## src/rtl/mem_port_arbiter_pkg.sv

```systemverilog
// Shared types for the memory port arbiter: FSM state codes and transaction owner codes.
package mem_port_arbiter_pkg;

    typedef enum logic [1:0] {
        ARB_IDLE = 2'd0,
        ARB_REQ  = 2'd1,
        ARB_RESP = 2'd2
    } arb_state_t;

    typedef enum logic {
        OWN_IF = 1'b0,
        OWN_LS = 1'b1
    } arb_owner_t;

endpackage

```

## src/rtl/mem_arb_pick.sv

```systemverilog
// Combinational owner selection: LS wins contention unless IF has been starved long enough.
module mem_arb_pick
    import mem_port_arbiter_pkg::*;
(
    input  logic       if_req,
    input  logic       ls_req,
    input  logic       starved,
    output logic       pick_valid,
    output arb_owner_t pick_owner
);

    always_comb begin
        pick_valid = if_req | ls_req;
        pick_owner = OWN_IF;
        if (ls_req && !(if_req && starved)) begin
            pick_owner = OWN_LS;
        end
    end

endmodule

```

## src/rtl/mem_port_arbiter.sv

```systemverilog
// Shares one memory port between instruction fetch and load/store, one transaction in flight.
// LS has priority; a saturating streak counter forces an IF grant after STARVE_LIMIT LS wins.
module mem_port_arbiter
    import mem_port_arbiter_pkg::*;
#(
    parameter int ADDR_W       = 64,
    parameter int DATA_W       = 64,
    parameter int STARVE_LIMIT = 4
) (
    input  logic                clock,
    input  logic                rst_n,
    input  logic                if_req,
    input  logic [ADDR_W-1:0]   if_addr,
    output logic                if_gnt,
    output logic                if_rvalid,
    output logic [DATA_W-1:0]   if_rdata,
    input  logic                ls_req,
    input  logic                ls_we,
    input  logic [ADDR_W-1:0]   ls_addr,
    input  logic [DATA_W-1:0]   ls_wdata,
    input  logic [DATA_W/8-1:0] ls_wstrb,
    output logic                ls_gnt,
    output logic                ls_rvalid,
    output logic [DATA_W-1:0]   ls_rdata,
    output logic                mem_req,
    output logic                mem_we,
    output logic [ADDR_W-1:0]   mem_addr,
    output logic [DATA_W-1:0]   mem_wdata,
    output logic [DATA_W/8-1:0] mem_wstrb,
    input  logic                mem_ready,
    input  logic                mem_rvalid,
    input  logic [DATA_W-1:0]   mem_rdata,
    output logic                busy,
    output logic                err
);

    localparam int STREAK_W = $clog2(STARVE_LIMIT + 1);

    arb_state_t            state_q;
    arb_state_t            state_d;
    arb_owner_t            owner_q;
    arb_owner_t            pick_owner;
    logic                  pick_valid;
    logic                  accept;
    logic [STREAK_W-1:0]   streak_q;
    logic                  starved;

    assign starved = (streak_q == STREAK_W'(STARVE_LIMIT));

    mem_arb_pick u_pick (
        .if_req     (if_req),
        .ls_req     (ls_req),
        .starved    (starved),
        .pick_valid (pick_valid),
        .pick_owner (pick_owner)
    );

    // Grants must land in the accept cycle itself, so they are decoded from the registered state.
    assign accept = (state_q == ARB_REQ) && mem_req && mem_ready;
    assign if_gnt = accept && (owner_q == OWN_IF);
    assign ls_gnt = accept && (owner_q == OWN_LS);

    always_ff @(posedge clock or negedge rst_n) begin
        if (!rst_n) begin
            state_q <= ARB_IDLE;
        end else begin
            state_q <= state_d;
        end
    end

    always_comb begin
        state_d = state_q;
        case (state_q)
            ARB_IDLE: if (pick_valid) state_d = ARB_REQ;
            ARB_REQ:  if (accept)     state_d = ARB_RESP;
            ARB_RESP: if (mem_rvalid) state_d = ARB_IDLE;
            default:                  state_d = ARB_IDLE;
        endcase
    end

    // Datapath: latch the winner's fields on pick, release the bus on accept, route the response.
    always_ff @(posedge clock or negedge rst_n) begin
        if (!rst_n) begin
            owner_q   <= OWN_IF;
            streak_q  <= '0;
            mem_req   <= 1'b0;
            mem_we    <= 1'b0;
            mem_addr  <= '0;
            mem_wdata <= '0;
            mem_wstrb <= '0;
            if_rvalid <= 1'b0;
            if_rdata  <= '0;
            ls_rvalid <= 1'b0;
            ls_rdata  <= '0;
            busy      <= 1'b0;
            err       <= 1'b0;
        end else begin
            if_rvalid <= 1'b0;
            ls_rvalid <= 1'b0;
            busy      <= (state_d != ARB_IDLE);
            if (mem_rvalid && (state_q != ARB_RESP)) begin
                err <= 1'b1;
            end
            case (state_q)
                ARB_IDLE: begin
                    if (pick_valid) begin
                        owner_q <= pick_owner;
                        mem_req <= 1'b1;
                        if (pick_owner == OWN_LS) begin
                            mem_we    <= ls_we;
                            mem_addr  <= ls_addr;
                            mem_wdata <= ls_wdata;
                            mem_wstrb <= ls_we ? ls_wstrb : '0;
                            if (!if_req) begin
                                streak_q <= '0;
                            end else if (!starved) begin
                                streak_q <= streak_q + STREAK_W'(1);
                            end
                        end else begin
                            mem_we    <= 1'b0;
                            mem_addr  <= if_addr;
                            mem_wdata <= '0;
                            mem_wstrb <= '0;
                            streak_q  <= '0;
                        end
                    end
                end
                ARB_REQ: begin
                    if (accept) begin
                        mem_req   <= 1'b0;
                        mem_wstrb <= '0;
                    end
                end
                ARB_RESP: begin
                    if (mem_rvalid) begin
                        if (owner_q == OWN_LS) begin
                            ls_rvalid <= 1'b1;
                            ls_rdata  <= mem_rdata;
                        end else begin
                            if_rvalid <= 1'b1;
                            if_rdata  <= mem_rdata;
                        end
                    end
                end
                default: ;
            endcase
        end
    end

endmodule

```

## config.mk

```make
export PLATFORM = sky130hd
export DESIGN_NAME = mem_port_arbiter
export DESIGN_NICKNAME = d
export VERILOG_FILES = /design/src/rtl/mem_port_arbiter_pkg.sv /design/src/rtl/mem_arb_pick.sv /design/src/rtl/mem_port_arbiter.sv
export SDC_FILE = /design/constraint.sdc
export NUM_CORES = 1
export LEC_CHECK = 0
export CORE_AREA = 8 8 207 209
export CTS_BUF_LIST = sky130_fd_sc_hd__clkbuf_4
export DETAILED_ROUTE_END_ITERATION = 6
export DIE_AREA = 0 0 215 217
export DONT_BUFFER_PORTS = 1
export GPL_TIMING_DRIVEN = 0
export PLACE_DENSITY = 0.45
export SYNTH_ARGS = -nofsm -noshare
export SYNTH_HDL_FRONTEND = slang
export SYNTH_SLANG_ARGS = --single-unit
export TNS_END_PERCENT = 5
```

## constraint.sdc

```tcl
create_clock -name clock -period 2.72 [get_ports clock]
set_input_delay 0.408 -clock clock [delete_from_list [all_inputs] [get_ports clock]]
set_output_delay 0.408 -clock clock [all_outputs]
set_load 0.02 [all_outputs]
```

==> results by group <==
STA
  • Final worst-path cycle share: between 90% and 100%
  • Final hold viol count: about 280
  • PnR worst setup slack: 0.1455 ns
  • WHS: -0.5955 ns
  • Slew @ Worst Pin: roughly 1.2 ns
  • Slew Limit Fails: 0
  • Setup Skew: 0.03028 ns
  • Setup repair after global routing missed its margin: yes
  • Tmin final: between 2 and 3 ns
  • Worst slew margin: roughly 19%
  • Number of setup violations in the final report: 0
  • Highest Clock Rate: roughly 0.4 GHz

Final layout
  • Post-Layout Cell Count: 1795
  • Synthesis-to-finish area growth: 37.52%
  • Nets: roughly 1500
  • Share of layout cells above drive strength 1: 21.85%
  • Leading cell types in the layout, fill and taps excluded: dfrtp_1 (276), dlygate4sd3_1 (267), clkbuf_4 (108), mux2_2 (107)
  • Fillers: 3776
  • Seq. cell area: about 0.0069 mm2
  • Most common cell after layout, fill and taps aside: dfrtp_1
  • Multi-input logic area: 0.004100 mm2

Power and ir drop
  • Comb pwr share: between 20% and 30%
  • Internal power: approximately 11 mW
  • Sequential share of power: 54.0%
  • Clock Power Share: about a fifth
  • Sw Share: roughly 43%
  • Leak Pwr: about 6.6 nW
  • Pwr Density: between 1000 and 1500 mW/mm2
  • Sw power: approximately 8 mW
  • Max VDD drop: 0.5880 mV

Detailed routing
  • Via count: 9328
  • # DRC: 0
  • Drt wl/cell: ~25 um
  • Antenna-violating nets left: 0
  • Routed wire length: approximately 45 mm
  • DR vias/cell: ~5.2
  • Initial drt markers: approximately 480
  • TritonRoute pass-1 iters: 5

Synth
  • Ys Warns: 0
  • Mapped Area: approximately 0.011 mm2
  • Avg Cell Area, Syn: around 13 um2
  • Synth Flop Type: dfrtp_1
  • Post-synthesis register bit count: 276
  • Post-synth EDFFs: 0
  • Synthesized instance count: 874
  • Distinct cells, synth: 37
  • Register area share after synthesis: around 60%
  • Async set or reset register ratio after synthesis: 100.0%
  • Mapped Nets: 1147

Critical path
  • CP endpoint kind: flop
  • Critical path peak fanout: 10
  • Crit Path Class: reg2reg
  • Required @ worst endpoint: between 3 and 4 ns
  • Data arrival, critical path: 3.21 ns
  • Slowest cell on the critical path: dlygate4sd3_1
  • Reg2Reg Depth: 8
  • Crit path cell chain: inv_1 > ha_1 > nand3_1 > clkbuf_2 > clkbuf_1 > a311oi_1 > a2bb2oi_1 > dlygate4sd3_1
  • CP startpoint kind: flop
  • Critical Path Max Stage Delay: about 0.6 ns

Status
  • Outcome: finished with violations
  • Failing checks: hold timing

GRT
  • Via count of the first global-routing pass: around 10000
  • Tot GR Track Use: between 10% and 20%
  • Total gr overflow: 0
  • First-pass GRT wire length: 66.99 mm
  • Pin count of the biggest net entering global routing: between 200 and 300
  • Initial antenna violation count: 2

Worst hold path
  • Min-delay worst type: in2async

Placed design
  • HPWL after detailed placement: ~32 mm
  • PortBufs: 0
  • Pre-CTS WS: around 0.46 ns
  • Cells after DPL: around 1400
  • Gp weighted congestion: between 0.8 and 0.9

CTS
  • Clock Tree Root: clkbuf_4
  • Inserted Clock Buffers: 77
  • Hold Buf Count CTS: 267
  • Clk pin slew, worst setup/hold paths: roughly 0.06 ns
  • Clock sink count: around 280
  • Post-CTS setup buffer count: 0
  • H-tree Lvls: 3
  • Longest Clk Path Bufs: 3
  • Clock latency on the worst-skew pair: 0.72 ns
  • CTS tree: done

Floorplan
  • Horiz. Die Dim: ~220 um
  • Initial core utilization: between 20% and 30%
  • Die Footprint: roughly 0.047 mm2
  • Rows: 73
  • Floorplan core area: 0.03946 mm2
  • Die H: 217 um
  • I/O pin cnt: 543

Job
  • Max Cap Violations: 0
## final timing paths
check | from | endpoint | slack (ns)
min in group clock | ls_req | streak_q[0] | 0.20
max in group asynchronous | rst_n | mem_addr[59] | 2.32
min reg2reg | streak_q[0] | streak_q[0] | 0.51
min | rst_n | mem_addr[44] | -0.60
max | streak_q[0] | mem_addr[24] | 0.15
max reg2reg | streak_q[0] | mem_addr[24] | 0.15
## cell families after synthesis
logic type,after synthesis,synth area share (%)
compound gates,275,18.75
fa+ha+maj,2,0.2178
simple gates,93,4.139
buf+inv,100,4.226
mux,128,12.55
flops,276,60.12
## per-layer routing
| metal | share of wire, % | vias up | track usage [%] |
|---|---|---|---|
| met3 | 9.4 | 81 | 7.018 |
| li1 | - | 4079 | - |
| met4 | 3.2 | 0 | 8.488 |
| met1 | 36 | 4693 | 19.51 |
| met5 | 0 | - | 0 |
| met2 | 51 | 475 | 32.41 |
## sequential cells by signal, indices dropped and copies added (netlist names), 2 cells and up
register   count
if_rdata      64
ls_rdata      64
mem_addr      64
mem_wdata     64
mem_wstrb      8
state_q        2
streak_q       3
## per-stage QoR
stage | instance area, um2 | TNS [ns] | power, mW | util [%] | hold WS, ns
after floorplan | 11490 | 0 | 12.68 | - | 0.1124
after global placement | 12140 | 0 | 14.39 | 30.78 | 0.1226
after detailed placement | 12140 | 0 | 14.43 | 30.78 | 0.1226
after CTS | 15790 | -0.03719 | 19.24 | 40.02 | -0.7635
after global routing | 15800 | -0.1056 | 20.08 | 40.04 | -0.7220
final | 15800 | 0 | 19.01 | 40.04 | -0.5955
## power by group through the flow
stage | logic (mW) | registers [mW] | clock network, mW
2_1_floorplan | 3.27 | 9.41 | 0
3_3_place_gp | 3.98 | 10.4 | 0
3_5_place_dp | 4.07 | 10.4 | 0
4_1_cts | 4.88 | 10.3 | 4.03
5_1_grt | 5.36 | 10.5 | 4.23
6_report | 4.90 | 10.3 | 3.85
## cell usage after synthesis, types with 2 or more instances
master	instances	share of area, %
ha_1	2	0.22
mux2_1	21	2.1
nand3_1	67	2.9
a21o_1	2	0.13
nor2_1	4	0.13
nand2_1	9	0.29
a2bb2oi_1	64	4.9
buf_4	8	0.52
a22o_1	8	0.61
a311oi_1	64	4.9
mux2_2	107	10
inv_1	6	0.20
buf_1	8	0.26
buf_2	34	1.5
and3_1	2	0.11
o2bb2ai_1	65	5.0
o21ai_0	67	2.9
buf_6	5	0.49
dfrtp_1	276	60
clkbuf_1	38	1.2
## timing repair
| item | in CTS | in global routing |
|---|---|---|
| hold endpoints to repair | 547 | 276 |
| setup endpoints to repair | 2 | 30 |
| gates resized for setup | 2 | 2 |
## worst max-delay path: cells and delay by family, from the launching register on
kind / cells / cell delay, ns
buf+inv: 4 / 1.37
flops: 1 / 0.39
compound gates: 2 / 0.38
fa+ha+maj: 1 / 0.22
simple gates: 1 / 0.16
## area by class of cell
type                    count  share of cell area, %
repair buffers            267                  16.92
diodes                      2                0.03168
well taps                 525                  4.158
inverters                   7                 0.1663
multi-input cells         498                  25.95
clock buffers             108                  5.132
clock inverters            19                  1.006
plain buffers              93                  2.915
flip-flops and latches    276                  43.72
Note: power is estimated with default switching activity, not from simulation.
